[src/rtl/vs_debounce_pkg.sv]
// Shared types and helpers for the vs_debouncer block.
//   vs_db_state_t : debouncer FSM state encoding
//   cnt_width()   : width of a counter that must hold 0..n inclusive
package vs_debounce_pkg;

  typedef enum logic [1:0] {
    S_LOW       = 2'd0,
    S_RISE_PEND = 2'd1,
    S_HIGH      = 2'd2,
    S_FALL_PEND = 2'd3
  } vs_db_state_t;

  // Width needed to hold values 0..n; never narrower than one bit.
  function automatic int cnt_width(input int n);
    int w;
    w = $clog2(n + 1);
    return (w < 1) ? 1 : w;
  endfunction

endpackage

[src/rtl/vs_sync_ff.sv]
// Multi-flop synchroniser for a single asynchronous bit.
//   clk : sampling clock
//   rst : synchronous active-high reset, clears every stage to 0
//   d   : asynchronous input
//   q   : synchronised output (last stage of the chain)
module vs_sync_ff #(
  parameter int STAGES = 2
) (
  input  logic clk,
  input  logic rst,
  input  logic d,
  output logic q
);

  logic [STAGES-1:0] chain_q;

  always_ff @(posedge clk) begin
    if (rst) begin
      chain_q <= '0;
    end else begin
      chain_q <= {chain_q[STAGES-2:0], d};
    end
  end

  assign q = chain_q[STAGES-1];

endmodule

[src/rtl/vs_debouncer.sv]
// Synchronises and debounces a noisy asynchronous level. A new level is
// accepted only after STABLE_CYCLES consecutive identical synchronised
// samples; shorter excursions are rejected and counted in a saturating
// glitch counter.
//   clk        : single clock, rising edge
//   rst        : synchronous active-high reset
//   din        : raw asynchronous input
//   dout       : debounced level (registered)
//   rise       : one-cycle pulse in the cycle dout goes 0->1
//   fall       : one-cycle pulse in the cycle dout goes 1->0
//   busy       : high while a level change awaits qualification
//   glitch_cnt : saturating count of rejected candidate transitions
//   dbg_state  : current FSM state (vs_db_state_t encoding), for observation
module vs_debouncer
  import vs_debounce_pkg::*;
#(
  parameter int SYNC_STAGES   = 2,
  parameter int STABLE_CYCLES = 4,
  parameter int GLITCH_W      = 8
) (
  input  logic                clk,
  input  logic                rst,
  input  logic                din,
  output logic                dout,
  output logic                rise,
  output logic                fall,
  output logic                busy,
  output logic [GLITCH_W-1:0] glitch_cnt,
  output logic [1:0]          dbg_state
);

  localparam int                 CNT_W    = cnt_width(STABLE_CYCLES);
  localparam logic [CNT_W-1:0]   CNT_LAST = CNT_W'(STABLE_CYCLES - 1);
  localparam logic [CNT_W-1:0]   CNT_ONE  = CNT_W'(1);
  // With a one-sample window a new level is accepted on first sight.
  localparam bit                 SINGLE   = (STABLE_CYCLES == 1);

  logic din_s;

  vs_sync_ff #(.STAGES(SYNC_STAGES)) u_sync (
    .clk (clk),
    .rst (rst),
    .d   (din),
    .q   (din_s)
  );

  vs_db_state_t        state_q, state_d;
  logic [CNT_W-1:0]    cnt_q, cnt_d;
  logic [GLITCH_W-1:0] glitch_q, glitch_d;
  logic                rise_q, rise_d;
  logic                fall_q, fall_d;
  logic                glitch_inc;

  always_ff @(posedge clk) begin
    if (rst) begin
      state_q  <= S_LOW;
      cnt_q    <= '0;
      glitch_q <= '0;
      rise_q   <= 1'b0;
      fall_q   <= 1'b0;
    end else begin
      state_q  <= state_d;
      cnt_q    <= cnt_d;
      glitch_q <= glitch_d;
      rise_q   <= rise_d;
      fall_q   <= fall_d;
    end
  end

  always_comb begin
    state_d    = state_q;
    cnt_d      = cnt_q;
    rise_d     = 1'b0;
    fall_d     = 1'b0;
    glitch_inc = 1'b0;
    unique case (state_q)
      S_LOW: begin
        if (din_s) begin
          if (SINGLE) begin
            state_d = S_HIGH;
            rise_d  = 1'b1;
          end else begin
            state_d = S_RISE_PEND;
            cnt_d   = CNT_ONE;
          end
        end
      end
      S_RISE_PEND: begin
        if (!din_s) begin
          state_d    = S_LOW;
          cnt_d      = '0;
          glitch_inc = 1'b1;
        end else if (cnt_q == CNT_LAST) begin
          state_d = S_HIGH;
          cnt_d   = '0;
          rise_d  = 1'b1;
        end else begin
          cnt_d = cnt_q + CNT_ONE;
        end
      end
      S_HIGH: begin
        if (!din_s) begin
          if (SINGLE) begin
            state_d = S_LOW;
            fall_d  = 1'b1;
          end else begin
            state_d = S_FALL_PEND;
            cnt_d   = CNT_ONE;
          end
        end
      end
      S_FALL_PEND: begin
        if (din_s) begin
          state_d    = S_HIGH;
          cnt_d      = '0;
          glitch_inc = 1'b1;
        end else if (cnt_q == CNT_LAST) begin
          state_d = S_LOW;
          cnt_d   = '0;
          fall_d  = 1'b1;
        end else begin
          cnt_d = cnt_q + CNT_ONE;
        end
      end
      default: begin
        state_d = S_LOW;
        cnt_d   = '0;
      end
    endcase

    // Saturate rather than wrap so a storm of glitches stays visible.
    glitch_d = glitch_q;
    if (glitch_inc && (glitch_q != {GLITCH_W{1'b1}})) begin
      glitch_d = glitch_q + GLITCH_W'(1);
    end
  end

  // dout and busy are decoded from the registered state, so they change on
  // the same edge as the registered rise/fall pulses.
  assign dout       = (state_q == S_HIGH) || (state_q == S_FALL_PEND);
  assign busy       = (state_q == S_RISE_PEND) || (state_q == S_FALL_PEND);
  assign rise       = rise_q;
  assign fall       = fall_q;
  assign glitch_cnt = glitch_q;
  assign dbg_state  = state_q;

endmodule

[config.mk]
export PLATFORM = sky130hd
export DESIGN_NAME = vs_debouncer
export DESIGN_NICKNAME = d
export VERILOG_FILES = /design/src/rtl/vs_debounce_pkg.sv /design/src/rtl/vs_sync_ff.sv /design/src/rtl/vs_debouncer.sv
export SDC_FILE = /design/constraint.sdc
export NUM_CORES = 1
export LEC_CHECK = 0
export CORE_UTILIZATION = 47
export DETAILED_ROUTE_END_ITERATION = 7
export HOLD_SLACK_MARGIN = 0.15
export PLACE_DENSITY = 0.79
export SLEW_MARGIN = 15
export SYNTH_ARGS = -nofsm -noshare
export SYNTH_HDL_FRONTEND = slang
export SYNTH_SLANG_ARGS = --single-unit
[constraint.sdc]
create_clock -name clk -period 1.6 [get_ports clk]
set_input_delay 0.32 -clock clk [delete_from_list [all_inputs] [get_ports clk]]
set_output_delay 0.32 -clock clk [all_outputs]
set_load 0.02 [all_outputs]
# Word-level counts from Yosys, hierarchy flattened

Index checks and enable logic that the tools add are counted.

Input port bits: 3
Output and inout bits: 14
Register bits after elaboration: 17
Logic and storage cells: 45

Reduce and logical (&&, ||, !) cells: 8
Bitwise logic cells: 3
Add/subtract/negate cells: 2
Eq/ne operators: 9
Muxes and demuxes: 17

Operators with widths:

| cell                                                             | number |
|---|---|
| 3-bit 2-to-1 mux                                                 | 5 |
| 2-bit 2-to-1 mux                                                 | 6 |
| 3-bit case mux with 4 select lines                               | 1 |
| 8-bit by 1-bit adder with 8-bit output (second input constant)   | 1 |
| 8-bit != test (second input constant)                            | 1 |
| 2-bit case mux with 4 select lines                               | 1 |
| 3-bit OR reduction                                               | 2 |
| 2-bit == test (second input constant)                            | 2 |
| 4-bit AND reduction                                              | 1 |
| 3-bit by 1-bit adder with 3-bit output (second input constant)   | 1 |
| 3-bit by 2-bit == test with 1-bit output (second input constant) | 1 |
| 1-bit 2-to-1 mux                                                 | 3 |
| 3-bit by 2-bit != test with 1-bit output (second input constant) | 1 |
| 3-bit != test (second input constant)                            | 1 |
| 1-bit inverter                                                   | 3 |
| 2-bit by 1-bit == test with 1-bit output (second input constant) | 1 |
| 2-bit zero test                                                  | 1 |
| 1-bit logical OR                                                 | 2 |
| 2-bit by 1-bit != test with 1-bit output (second input constant) | 1 |
| 2-bit != test (second input constant)                            | 1 |
| 1-bit case mux with 2 select lines                               | 1 |
| 2-bit AND reduction                                              | 1 |
| 1-bit logical AND                                                | 1 |

# Logic depth before layout (Yosys ltp)

Gate-level depths: netlist of the first run.

Depth after elaboration: 4
Mapped depth: 5
Gate-level depth less buffers: 5

# Modules after synthesis

Synthesis of the first run repeated with hierarchy kept, for this count alone.

Cells, all modules: 80
Area, all modules: 743.2 µm²

Modules (own cells, without submodules):

| module       | cells each | times used | seq. area each (µm²) | area an instance (µm²) |
|---|---|---|---|---|
| vs_debouncer | 76         | 1          | 300.3                | 690.7 |
| vs_sync_ff   | 4          | 1          | 40.0                 | 52.6 |

# Least setup slack after synthesis of the first run

Ideal clock, no wire load.

Path kind: register to output
From: reg with a tool-made name
To: out dout
Arrival time: 1267 ps
Buffers on the path: 1
Required time: 1280 ps
Path slack: 13 ps
Cell stages (with the launch flop): 2
Cells stage by stage: dfxtp_1 dlygate4sd3_1

RTL lines:

| element          | RTL line           | source |
|---|---|---|
| end: declaration | vs_debouncer.sv:24 | `output logic dout,` |

# Worst setup path in the final report of the first run

From: reg fall_q (netlist: fall)
To: out fall

RTL lines:

| element                  | RTL line           | source |
|---|---|---|
| start: declaration       | vs_debouncer.sv:51 | `logic fall_q, fall_d;` |
| start signal: assignment | vs_debouncer.sv:66 | `fall_q <= fall_d;` |
| end: declaration         | vs_debouncer.sv:26 | `output logic fall,` |

No word-level cell between the ends.

==> results.ini, run 1 <==
[run_status]
outcome=complete, no violations

[global_routing]
antenna_found_initial=0
grt_pass1_vias=577
grtUsageTotal=0.1810
grt_max_degree=11
grt_pass1_wl_um=2421
overflow=0

[cells_and_area]
seqCellArea_um2=341.6
finalNetCount=107
syn2layout_area_growth_pct=27.47
fill_cells=139
n_antenna_cell=0
layout.cells.non_filler=117
multiInputGateArea_um2=394.1
drive_above_1_share=0.1386

[place]
dp_slack_ns=0.1396
io_buffer_count=16
dp.cells=113
hpwlAfterDp_um=1113
gp_congestion=0.8023

[timing]
rsz0062_at_grt=false
tightest_slew_ns=0.2461
fin_crit_sh=0.9686
setup_tns_ns=0
setup_viol=0
final-max-slew-violation-count=0
max_freq_mhz=645.2
fin_skew_ns=0.003920
finalHoldViolations=0
slew_headroom=0.8359
worst_slack_ns=0.05018
fin_crit_ns=1.550

[synthesis]
synth_ff_type=dfxtp_1
synth-edff-count=0
synth_nets=86
yosysWarnings=0
avgSynthCellArea_um2=9.392
synth_seq_cells=17
ys_seq_area_frac=0.4474
ys_types=28
syn-cell-area_um2=760.7
synth.most_common_cell=dfxtp_1
synth_common_cells=dfxtp_1, nor2_1, nand4_1, nand2_1, nor2b_1
yosys.area.top_type_share=0.4474
synthCells=81
yosys.area.top_type=dfxtp_1
synthArstFlopShare=0
synthTopCellsByArea=dfxtp_1, nand4_1, nor2_1, nor2b_1, mux2i_1

[clock_tree]
cts_root_buffer=clkbuf_4
clk_latency_ns=0.29
numClockSinks=17
htreeDepth=1
post_cts_buffers=0
clk_path_buf_depth=2
clk_pin_slew_ns=0.11
cts_tree=yes
cts.hold.buffers_added=0
cts_made_buffers=3

[critical_path]
crit_arrival_ns=1.23
slowest_delay_ns=0.61
worstPathCellList=clkdlybuf4s50_1
end_kind=output port
worstSetupStartpointType=flip-flop
worstPathMaxFanout=1
cp.required_ns=1.28
path_buf_inv=1
crit_slowest_cell=clkdlybuf4s50_1
crit_type=flip-flop to output port
crit_family=buffers and inverters

[detailed_routing]
drc=0
ant_nets=0
drtPass1Iterations=3
wl_um=1472
num_vias=653
wl_per_cell_um=12.58
viasPerCell=5.581
dr.first_iter.drc_count=10

[die]
core_area_um2=1506
chipHeight_um=42.23
initial_core_util=0.5050
placementRows=14
chipWidth_um=42.23
ios=17
fp.dieArea_um2=1783

[power]
p_leak_nw=0.4660
vdd_ir_drop_max_v=0.0005437
power.density_nw_per_um2=732.8

[min_path]
min-delay-path-class=flip-flop to flip-flop

[job]
cap_viol_max_count=0

[layer usage]
| metal | vias up | wire (µm) | global-route usage |
|---|---|---|---|
| li1 | 329 | - | - |
| met1 | 305 | 698 | 0.2222 |
| met2 | 15 | 677 | 0.2892 |
| met3 | 4 | 65 | 0.03448 |
| met4 | 0 | 30 | 0.1125 |
| met5 | - | 0 | 0 |
[registers in the layout (all words and copies together), names as in the netlist, named ones only]
| signal | count |
|---|---|
| glitch_cnt | 8 |
| fall | 1 |
| u_sync.chain_q | 2 |
| cnt_q | 3 |
| rise | 1 |
| dbg_state | 1 |
[cell families after synthesis]
group	after synthesis	share of synthesized area
multiplexers	4	0.05428
flip-flops	17	0.4474
AND/OR/NAND/NOR	38	0.2764
AO/OA/AOI/OAI	11	0.09868
buffers and inverters	5	0.03453
adder cells (fa/ha/maj)	2	0.03289
XOR/XNOR	4	0.05593
[stage by stage]
step | hold WS [ns] | power [W] | utilization | area, µm²
after detailed placement | 0.4355 | 0.0004864 | 0.6321 | 952.2
after floorplan | 0.4138 | 0.0004673 | - | 760.7
final | 0.4547 | 0.0007105 | 0.6437 | 969.7
after global routing | 0.4746 | 0.0007297 | 0.6437 | 969.7
after CTS | 0.4598 | 0.0007091 | 0.6420 | 967.2
after global placement | 0.4269 | 0.0004847 | 0.6321 | 952.2
[placed cells by master, fill, tap and decap left out, types with 2 or more instances in the layout]
cell             count
clkdlybuf4s50_1      4
and3_1               3
nor4b_1              2
clkbuf_4             3
nor2_1              10
nand2_1              5
xor2_1               2
a311oi_1             2
a31oi_1              2
ha_1                 2
o21ai_0              2
nor2b_1              5
buf_4                5
nand4_1              6
a21oi_1              3
dlygate4sd2_1       11
dfxtp_1             16
nand3_1              2
mux2i_1              3
[final timing paths]
check | cells after the start | to | startpoint | slack [ns]
setup / recovery | 1 | fall | fall | 0.05
hold / removal | 1 | u_sync.chain_q[1] | u_sync.chain_q[0] | 0.45
setup reg to reg | 5 | glitch_cnt[1] | glitch_cnt[0] | 0.20
hold reg to reg | 1 | u_sync.chain_q[1] | u_sync.chain_q[0] | 0.45
[layout make-up]
class | count | area share
clock buffers | 3 | 0.02323
clock inverters | 1 | 0.005161
multi-input cells | 59 | 0.4065
flip-flops and latches | 17 | 0.3523
well taps | 16 | 0.02065
repair buffers | 21 | 0.1923
[timing repair]
| action | CTS | global route |
|---|---|---|
| cloned | 0 | 0 |
| setup endpoints to repair | 11 | 1 |
| endpoints found under the hold margin | 0 | 0 |
| gates resized for setup | 12 | 1 |
[report_power, final]
group          internal (W)  switching (W)
Sequential         0.000428     0.00000516
Combinational     0.0000194      0.0000214
Clock             0.0000930       0.000143
Total              0.000541       0.000170
No activity file was read; power rests on OpenSTA's default activity.
==> run 2: changes to the inputs <==
--- a/config.mk
+++ b/config.mk
@@ -7,6 +7,7 @@
 export LEC_CHECK = 0
 export CORE_UTILIZATION = 47
 export DETAILED_ROUTE_END_ITERATION = 7
+export GPL_ROUTABILITY_DRIVEN = 0
 export HOLD_SLACK_MARGIN = 0.15
 export PLACE_DENSITY = 0.79
 export SLEW_MARGIN = 15
==> results of run 2 <==
Same layout as run 1: the final DEF is identical, and so are final timing and power.
==> run 3: changes to the inputs <==
--- a/config.mk
+++ b/config.mk
@@ -9,7 +9,8 @@
 export DETAILED_ROUTE_END_ITERATION = 7
 export GPL_ROUTABILITY_DRIVEN = 0
 export HOLD_SLACK_MARGIN = 0.15
-export PLACE_DENSITY = 0.79
+export PLACE_DENSITY = 0.87
+export RECOVER_POWER = 25
 export SLEW_MARGIN = 15
 export SYNTH_ARGS = -nofsm -noshare
 export SYNTH_HDL_FRONTEND = slang
==> run 3 against run 2 <==
  * Sequential share of layout area is essentially flat
  * Setup slack gained 0.0053 ns
  * Fmax grew 0.34%
  * Critical path depth is the same
  * Clock skew grew 0.0069 ns
  * Register-to-register slack lost 0.03 ns
  * Flip-flop and latch count is the same
  * Highest routed layer unchanged
  * Wire length shrank 4.1%
  * Die area is the same
  * Final cell count shrank 0.85%
  * Worst hold slack gained 0.010 ns
  * Cell area shrank 0.39%
==> results.ini, run 3 (synthesis results as in run 1) <==
[power]
internal_power_w=0.0005417  ; +0.17%
power.density_nw_per_um2=728.3  ; -0.61%
swShare=0.2299  ; -0.008964
seqPwrFrac=0.616  ; +0.006
pwr-share-clk=0.323  ; -0.009
pwr-share-comb=0.062  ; +0.005
switchingPower_w=0.0001617  ; -4.7%
p_leak_nw=0.4400  ; -5.6%
vdd_ir_drop_max_v=0.0005151  ; -5.3%

[critical_path]
cp.required_ns=1.28  ; about the same
crit_family=buffers and inverters
end_kind=output port
slowest_delay_ns=0.60  ; about the same
worstSetupStartpointType=flip-flop
crit_type=flip-flop to output port
path_buf_inv=1  ; unchanged
crit_arrival_ns=1.22  ; about the same
worstPathMaxFanout=2  ; +1
crit_slowest_cell=clkdlybuf4s50_1
worstPathCellList=clkdlybuf4s50_1

[detailed_routing]
drc=0  ; unchanged
viasPerCell=5.595  ; +0.24%
num_vias=649  ; -0.61%
dr.first_iter.drc_count=16  ; +6
ant_nets=0  ; unchanged
wl_per_cell_um=12.16  ; -3.3%
wl_um=1411  ; -4.1%
drtPass1Iterations=4  ; +1

[cells_and_area]
finalNetCount=106  ; -0.93%
n_antenna_cell=0  ; unchanged
final_cell_mix=dfxtp_1, nor2_1, dlygate4sd2_1
largest_reg_flops=8  ; unchanged
layout_commonest_cell=dfxtp_1
syn2layout_area_growth_pct=26.97
fill_cells=136  ; -2.2%
drive_above_1_share=0.1200  ; -0.01861

[die]
fp.dieArea_um2=1783  ; unchanged
initial_core_util=0.5050  ; unchanged
chipWidth_um=42.23  ; unchanged
chipHeight_um=42.23  ; unchanged
core_area_um2=1506  ; unchanged
placementRows=14  ; unchanged
ios=17  ; unchanged

[place]
dp_slack_ns=0.1614  ; +0.02173 ns
hpwlAfterDp_um=1044  ; -6.2%
io_buffer_count=16  ; unchanged

[clock_tree]
clk_latency_ns=0.29  ; about the same
numClockSinks=17  ; unchanged
cts_made_buffers=3  ; unchanged
clk_path_buf_depth=2  ; unchanged
cts_tree=yes
clk_pin_slew_ns=0.10  ; about the same
post_cts_buffers=0  ; unchanged
htreeDepth=1  ; unchanged
cts_root_buffer=clkbuf_4

[global_routing]
grt_max_degree=17  ; +6
antenna_found_initial=0  ; unchanged
overflow=0  ; unchanged
grt_pass1_vias=588  ; +1.9%
grt_pass1_wl_um=2297  ; -5.1%
grtUsageTotal=0.1670  ; -0.01404

[timing]
fin_crit_sh=0.9653  ; -0.003313
fin_skew_ns=0.01078  ; +0.006860 ns
finalHoldViolations=0  ; unchanged
rsz0062_at_grt=false
setup_viol=0  ; unchanged
tightest_slew_ns=0.2675  ; +0.02143 ns
worst_slack_ns=0.05548  ; +0.005300 ns
final-max-slew-violation-count=0  ; unchanged
fin_crit_ns=1.545  ; -0.005300 ns
setup_tns_ns=0  ; unchanged
slew_headroom=0.8214  ; -0.01453
max_freq_mhz=647.4  ; +0.34%

[job]
cap_viol_max_count=0  ; unchanged

[min_path]
min-delay-path-class=flip-flop to flip-flop

[run_status]
outcome=complete, no violations

## run 3: cell type report
class | instances | area [µm²] | area share
Clock buffer | 3 | 22.52 | 0.02332
Clock inverter | 1 | 5.005 | 0.005181
Multi-Input combinational cell | 59 | 394.1 | 0.4080
Sequential cell | 17 | 340.3 | 0.3523
Tap cell | 16 | 20.02 | 0.02073
Timing Repair Buffer | 20 | 183.9 | 0.1904
## run 3: worst paths after layout
check | start | to | slack [ns] | cells after the start
setup reg to reg | glitch_cnt[0] | glitch_cnt[1] | 0.17 | 5
setup / recovery | glitch_cnt[3] | glitch_cnt[3] | 0.06 | 1
hold / removal | u_sync.chain_q[0] | u_sync.chain_q[1] | 0.47 | 1
hold reg to reg | u_sync.chain_q[0] | u_sync.chain_q[1] | 0.47 | 1
## run 3: stage by stage
step,utilization,hold WS [ns],power (W),cell area (µm²),std cells
3_3_place_gp,0.6354,0.4253,0.0004869,957.2,112
3_5_place_dp,0.6354,0.4485,0.0004891,957.2,112
4_1_cts,0.6453,0.4684,0.0007130,972.2,116
5_1_grt,0.6412,0.4864,0.0007266,965.9,116
6_report,0.6412,0.4652,0.0007034,965.9,116
2_1_floorplan,-,0.4138,0.0004673,760.7,81
## run 3: metal layers
layer | GRT usage | vias up | share of wire | wire [µm]
met5 | 0 | - | 0 | 0
met1 | 0.1798 | 303 | 0.42 | 598
met4 | 0.09375 | 0 | 0.0064 | 9
met2 | 0.3046 | 17 | 0.53 | 753
li1 | - | 327 | - | -
met3 | 0.02586 | 2 | 0.035 | 50
## run 3: repair_timing
item                       in CTS  in global routing
setup endpoints to repair      11                  1
gates resized for setup        10                  1
hold buffers                    0                  0
hold endpoints to repair        0                  0
## run 3: power by group through the flow
stage | clock network [W] | registers, W | logic, W
CTS | 0.000235 | 0.000433 | 0.0000451
finish | 0.000227 | 0.000433 | 0.0000434
global route | 0.000246 | 0.000434 | 0.0000470
floorplan | 0 | 0.000444 | 0.0000230
detailed placement | 0 | 0.000443 | 0.0000460
global placement | 0 | 0.000443 | 0.0000442
